--- src/rtl/mem_arb_pkg.sv ---
// Shared encodings for the mem_arbiter byte-serialising RAM arbiter.
package mem_arb_pkg;

    typedef enum logic [1:0] {
        IDLE = 2'd0,
        XFER = 2'd1,
        DONE = 2'd2
    } arb_state_t;

    localparam logic [1:0] LEN_B = 2'd0;
    localparam logic [1:0] LEN_H = 2'd1;
    localparam logic [1:0] LEN_W = 2'd2;

    // The reserved length code is treated as a full word.
    function automatic logic [2:0] len_to_bytes(input logic [1:0] len);
        case (len)
            LEN_B:   len_to_bytes = 3'd1;
            LEN_H:   len_to_bytes = 3'd2;
            LEN_W:   len_to_bytes = 3'd4;
            default: len_to_bytes = 3'd4;
        endcase
    endfunction

endpackage

--- src/rtl/mem_arb_byte_asm.sv ---
// Little-endian word assembly register: clears at grant and loads one byte lane per read acknowledge.
module mem_arb_byte_asm #(
    parameter int M_DATA_L = 8,
    parameter int C_DATA_L = 32,
    parameter int LANE_W   = $clog2(C_DATA_L / M_DATA_L)
) (
    input  logic                clk,
    input  logic                rst,
    input  logic                clear,
    input  logic                load,
    input  logic [LANE_W-1:0]   lane,
    input  logic [M_DATA_L-1:0] byte_in,
    output logic [C_DATA_L-1:0] word
);

    logic [C_DATA_L-1:0] word_q;

    // The output already includes this cycle's byte, so the final lane can be committed on its ack edge.
    always_comb begin
        word = word_q;
        if (clear) begin
            word = '0;
        end else if (load) begin
            word[int'(lane) * M_DATA_L +: M_DATA_L] = byte_in;
        end
    end

    always_ff @(posedge clk or negedge rst) begin
        if (!rst) begin
            word_q <= '0;
        end else begin
            word_q <= word;
        end
    end

endmodule

--- src/rtl/mem_arbiter.sv ---
// Two-port arbiter serialising fetch and load/store accesses onto a byte-wide RAM port.
// Define ARB_RR_EN for round-robin tie-breaking; by default port 1 always wins a tie.
module mem_arbiter
    import mem_arb_pkg::*;
#(
    parameter int MADDR_L  = 32,
    parameter int M_DATA_L = 8,
    parameter int C_DATA_L = 32
) (
    input  logic                clk,
    input  logic                rst,
    input  logic                i_req,
    input  logic [MADDR_L-1:0]  i_addr,
    output logic [C_DATA_L-1:0] i_rdata,
    output logic                i_done,
    input  logic                d_req,
    input  logic                d_we,
    input  logic [1:0]          d_len,
    input  logic [MADDR_L-1:0]  d_addr,
    input  logic [C_DATA_L-1:0] d_wdata,
    output logic [C_DATA_L-1:0] d_rdata,
    output logic                d_done,
    output logic [MADDR_L-1:0]  m_raddr,
    output logic [MADDR_L-1:0]  m_waddr,
    output logic                m_re,
    output logic                m_we,
    output logic [M_DATA_L-1:0] m_din,
    input  logic [M_DATA_L-1:0] m_dout,
    input  logic                m_rack,
    input  logic                m_wack
);

    localparam int LANE_W = $clog2(C_DATA_L / M_DATA_L);

    arb_state_t          state_q, state_d;
    logic                port_q;
    logic                we_q;
    logic [LANE_W-1:0]   idx_q;
    logic [2:0]          nbytes_q;
    logic [C_DATA_L-1:0] wdata_q;
    logic [MADDR_L-1:0]  raddr_q, waddr_q;
    logic [C_DATA_L-1:0] i_rdata_q, d_rdata_q;
    logic [C_DATA_L-1:0] asm_word;
    logic                any_req, grant_d, ack, last;

    assign any_req = i_req | d_req;
    assign ack     = we_q ? m_wack : m_rack;
    assign last    = ({1'b0, idx_q} == (nbytes_q - 3'd1));

`ifdef ARB_RR_EN
    logic rr_q;

    // Pointer names the preferred port on a tie and hands preference to the other port after each grant.
    assign grant_d = d_req && (!i_req || rr_q);

    always_ff @(posedge clk or negedge rst) begin
        if (!rst) begin
            rr_q <= 1'b1;
        end else if (state_q == DONE) begin
            rr_q <= ~port_q;
        end
    end
`else
    assign grant_d = d_req;
`endif

    always_comb begin
        state_d = state_q;
        case (state_q)
            IDLE:    if (any_req) state_d = XFER;
            XFER:    if (ack && last) state_d = DONE;
            DONE:    state_d = IDLE;
            default: state_d = IDLE;
        endcase
    end

    assign m_re    = (state_q == XFER) && !we_q;
    assign m_we    = (state_q == XFER) && we_q;
    assign m_din   = wdata_q[int'(idx_q) * M_DATA_L +: M_DATA_L];
    assign m_raddr = raddr_q;
    assign m_waddr = waddr_q;
    assign i_done  = (state_q == DONE) && !port_q;
    assign d_done  = (state_q == DONE) && port_q;
    assign i_rdata = i_rdata_q;
    assign d_rdata = d_rdata_q;

    mem_arb_byte_asm #(
        .M_DATA_L(M_DATA_L),
        .C_DATA_L(C_DATA_L),
        .LANE_W  (LANE_W)
    ) u_asm (
        .clk    (clk),
        .rst    (rst),
        .clear  ((state_q == IDLE) && any_req),
        .load   ((state_q == XFER) && !we_q && m_rack),
        .lane   (idx_q),
        .byte_in(m_dout),
        .word   (asm_word)
    );

    // Address registers advance only on an acknowledge, so an address not in use keeps its last value.
    always_ff @(posedge clk or negedge rst) begin
        if (!rst) begin
            state_q   <= IDLE;
            port_q    <= 1'b0;
            we_q      <= 1'b0;
            idx_q     <= '0;
            nbytes_q  <= 3'd0;
            wdata_q   <= '0;
            raddr_q   <= '0;
            waddr_q   <= '0;
            i_rdata_q <= '0;
            d_rdata_q <= '0;
        end else begin
            state_q <= state_d;
            case (state_q)
                IDLE: begin
                    if (any_req) begin
                        port_q   <= grant_d;
                        we_q     <= grant_d & d_we;
                        nbytes_q <= grant_d ? len_to_bytes(d_len) : 3'd4;
                        wdata_q  <= grant_d ? d_wdata : '0;
                        idx_q    <= '0;
                        if (grant_d && d_we) begin
                            waddr_q <= d_addr;
                        end else begin
                            raddr_q <= grant_d ? d_addr : i_addr;
                        end
                    end
                end
                XFER: begin
                    if (ack) begin
                        if (last) begin
                            if (!we_q) begin
                                if (port_q) d_rdata_q <= asm_word;
                                else        i_rdata_q <= asm_word;
                            end
                        end else begin
                            idx_q <= idx_q + LANE_W'(1);
                            if (we_q) waddr_q <= waddr_q + MADDR_L'(1);
                            else      raddr_q <= raddr_q + MADDR_L'(1);
                        end
                    end
                end
                default: ;
            endcase
        end
    end

endmodule

--- config.mk ---
export PLATFORM = sky130hd
export DESIGN_NAME = mem_arbiter
export DESIGN_NICKNAME = d
export VERILOG_FILES = /design/src/rtl/mem_arb_pkg.sv /design/src/rtl/mem_arb_byte_asm.sv /design/src/rtl/mem_arbiter.sv
export SDC_FILE = /design/constraint.sdc
export NUM_CORES = 1
export LEC_CHECK = 0
export CORE_MARGIN = 10
export CORE_UTILIZATION = 45
export CTS_BUF_LIST = sky130_fd_sc_hd__clkbuf_4 sky130_fd_sc_hd__clkbuf_8
export DETAILED_ROUTE_END_ITERATION = 7
export PLACE_DENSITY_LB_ADDON = 0.15
export SLEW_MARGIN = 0
export SYNTH_ARGS = -nofsm -noshare
export SYNTH_HDL_FRONTEND = slang
export SYNTH_SLANG_ARGS = --single-unit
--- constraint.sdc ---
create_clock -name clk -period 3.3 [get_ports clk]
set_input_delay 0.66 -clock clk [delete_from_list [all_inputs] [get_ports clk]]
set_output_delay 0.66 -clock clk [all_outputs]
set_load 0.01 [all_outputs]
==> reports/metrics.csv <==
stage,metric,value,unit
route,DRC,0,
global_route,GR Layer Usage met1,0.284,
sta,fmax,0.333,GHz
floorplan,die width,169,um
clock_network,buffer depth of the longest clock path,3,
global_route,vias in the first global route,8705,
global_route,first-pass GRT wire length,50300,um
synth,Synth Cell Area,9960,um^2
job,max_cap viols,0,
sta,final setup vio count,0,
clock_network,hold_buf cts,0,
worst_setup_path,critical path peak fanout,6,
power_and_ir_drop,Pwr Density,889,nW/um^2
route,routed wire length,31900,um
run_status,status,finished clean,
clock_network,root buf cell,clkbuf_8,
sta,Max Slew Vio Count,0,
finish,share of layout cells above drive strength 1,0.155,
global_route,pin count of the biggest net entering global routing,128,
worst_setup_path,Worst Path Arrival,2.34,ns
worst_setup_path,crit path cell chain,buf_4 > mux4_2 > clkdlybuf4s50_1,
power_and_ir_drop,VDD IR-drop max,555,uV
route,vias per std cell,5.86,
global_route,Global Route met3 Usage,0.0621,
synth,register area share after synthesis,0.505,
finish,utilization after layout,0.620,
hold_path,worst hold path class,in2async,
floorplan,die height,169,um
route,WL/cell,21.5,um
sta,Max-slew headroom,0.429,
worst_setup_path,Crit-path slowest cell,dfrtp_1,
global_route,initial antenna violation count,1,
synth,share of synthesized flip-flops with an asynchronous set or reset,1.00,
synth,Synth area leaders,"dfrtp_1 (51%), mux2_2 (8.9%), a21oi_1 (4.0%)",
route,Via Count,8671,
clock_network,CTS Buf Count,35,
sta,final cycle utilization of the critical path,0.909,
synth,synthesis-stage register bit count,201,
clock_network,worst-skew pair later-pin latency,0.53,ns
floorplan,core footprint,21800,um^2
place,Final HPWL DP,22800,um
clock_network,TritonCTS Sinks,201,
place,Placer Congestion,0.892,
worst_setup_path,critical path class,reg2out,
worst_setup_path,Critical path origin,idx_q[0],
synth,largest area contributor in the netlist,dfrtp_1,
global_route,overall routing resource usage,0.217,
synth,Synthesized Nets,1054,
worst_setup_path,crit path to,m_din[2],
finish,nets,1297,
clock_network,postcts setup bufs,0,
worst_setup_path,worst reg2reg startpoint,idx_q[1],
route,number of DRC markers in iteration 0,630,
synth,"Top FF cell, synth",dfrtp_1,
clock_network,CTS tree,yes,
floorplan,Row Count,54,
synth,Post-synth EDFFs,0,
synth,Cell variety after synth,65,
worst_setup_path,Worst EP required,2.64,ns
clock_network,H-tree Lvls,2,
synth,mean area per synthesized cell,10.7,um^2
route,antenna-violating nets left,0,
sta,Slew @ Worst Pin,0.850,ns
floorplan,IO Pins,253,
floorplan,die footprint,28500,um^2
global_route,total gr overflow,0,
worst_setup_path,R2R setup slack,0.65,ns
sta,Final Hold Vio Count,0,
sta,final setup TNS,0,ns
worst_setup_path,CP peak stage delay,0.56,ns
synth,Synth Instances,933,
synth,Syn. warnings,0,
worst_setup_path,CP startpoint kind,register,
worst_setup_path,R2R cell count,7,
floorplan,Starting Density,0.456,
place,port bufs,252,
sta,crit path time final,3.00,ns
route,drt pass-1 iters,5,
worst_setup_path,RR Endpoint,d_rdata[10],
power_and_ir_drop,leakage,5.69,nW
synth,Yosys top cell area share,0.505,
worst_setup_path,CP Capture Type,output port,
finish,fillcell total,1857,
clock_network,"Clk pin slew, worst setup/hold paths",0.06,ns
sta,RSZ-0062 raised after global routing,false,
clock_network,post-cts sizing count,0,
global_route,grt met2 use,0.336,
finish,P&R area growth vs syn,35.9,%
global_route,gr busiest metal,met2,
sta,Worst Clk Skew,0.0154,ns
==> logic make-up (layout without fill, tap and decap cells) <==
kind of cell,after synthesis,count (layout),share of synthesized area
mux,103,103,0.124
flops,201,201,0.505
simple gates,264,264,0.137
fa+ha+maj,8,8,0.0101
other cells,0,1,0
xor+xnor,3,3,0.00264
compound gates,280,280,0.191
buf+inv,74,340,0.0303
==> cell usage in the layout (no fill, tap or decap), drive strengths merged, types with 4 or more instances in the layout <==
cell | netlist | layout
clkdlybuf4s50 | 0 | 250
dfrtp | 201 | 201
a21oi | 80 | 80
mux2 | 79 | 79
nand2 | 70 | 70
nor2 | 59 | 59
clkbuf | 46 | 53
o21ai | 41 | 41
nand3 | 38 | 38
a22o | 35 | 35
nand4 | 32 | 32
a2bb2oi | 29 | 29
o22ai | 25 | 25
buf | 20 | 21
a22oi | 18 | 18
mux2i | 16 | 16
and3 | 13 | 13
o22a | 13 | 13
a31oi | 12 | 12
nor3 | 11 | 11
inv | 8 | 11
mux4 | 8 | 8
ha | 8 | 8
a211oi | 7 | 7
nor4 | 7 | 7
nor2b | 6 | 6
and2 | 5 | 5
or4 | 4 | 4
nand2b | 4 | 4
==> metal layers <==
metal,part of all wire,vias to the layer above
met5,0,-
met3,0.085,50
li1,-,4019
met2,0.47,337
met1,0.42,4265
met4,0.029,0
==> critical path: cells and delay by family (launching register included) <==
kind / cells / cell delay [ns]
buffers and inverters: 2 / 0.74
flip-flops: 1 / 0.56
multiplexers: 1 / 0.52
==> stage by stage <==
step / hold WS, ns / std cells / power (mW) / instance area, um^2 / setup WS (ns)
final: 0.0856 / 1480 / 12.0 / 13500 / 0.299
after CTS: 0.0963 / 1479 / 12.1 / 13500 / 0.238
after detailed placement: 0.488 / 1419 / 9.58 / 12800 / 0.519
after global placement: 0.482 / 1419 / 9.47 / 12800 / 0.578
after floorplan: 0.364 / 933 / 7.18 / 9960 / 1.04
after global routing: 0.121 / 1479 / 12.8 / 13500 / 0.209
==> power by group <==
part,switching [mW],internal (mW)
registers,0.856,3.23
clock network,1.04,1.45
logic,2.86,2.60
==> layout make-up <==
cell class,instances,area (um^2),area share
clock inverter,8,104,0.00768
clock buffer,52,659,0.0487
tap,280,350,0.0259
inverter,8,30.0,0.00222
sequential,201,5030,0.372
antenna,1,2.50,0.000185
multi-input combinational,658,4650,0.343
timing repair buffer,272,2710,0.200
==> cell usage after synthesis, types with 18 or more instances <==
cell,count
dfrtp_1,201
nand3_1,38
mux2_2,79
a22o_1,35
o22ai_1,24
o21ai_0,40
nand4_1,30
a2bb2oi_1,29
clkbuf_1,46
nand2_1,70
nor2_1,59
a21oi_1,79
a22oi_1,18
==> how the worst min path moves through the flow <==
stage / from / endpoint / slack (ns) / cells after the start
finish: rst / m_waddr[10] / 0.09 / 1
global route: rst / m_waddr[11] / 0.12 / 1
CTS: rst / m_waddr[0] / 0.1 / 1
detailed placement: wdata_q[5] / wdata_q[5] / 0.49 / 1
global placement: wdata_q[17] / wdata_q[17] / 0.48 / 1
floorplan: rst / d_rdata[0] / 0.36 / 0
==> sequential cells by signal, summed over array words and instances, names as in the netlist, 3 cells and up <==
| signal | flops |
|---|---|
| d_rdata | 32 |
| i_rdata | 32 |
| m_raddr | 32 |
| m_waddr | 32 |
| nbytes_q | 3 |
| u_asm.word_q | 32 |
| wdata_q | 32 |
(Power assumes the default switching activity.)
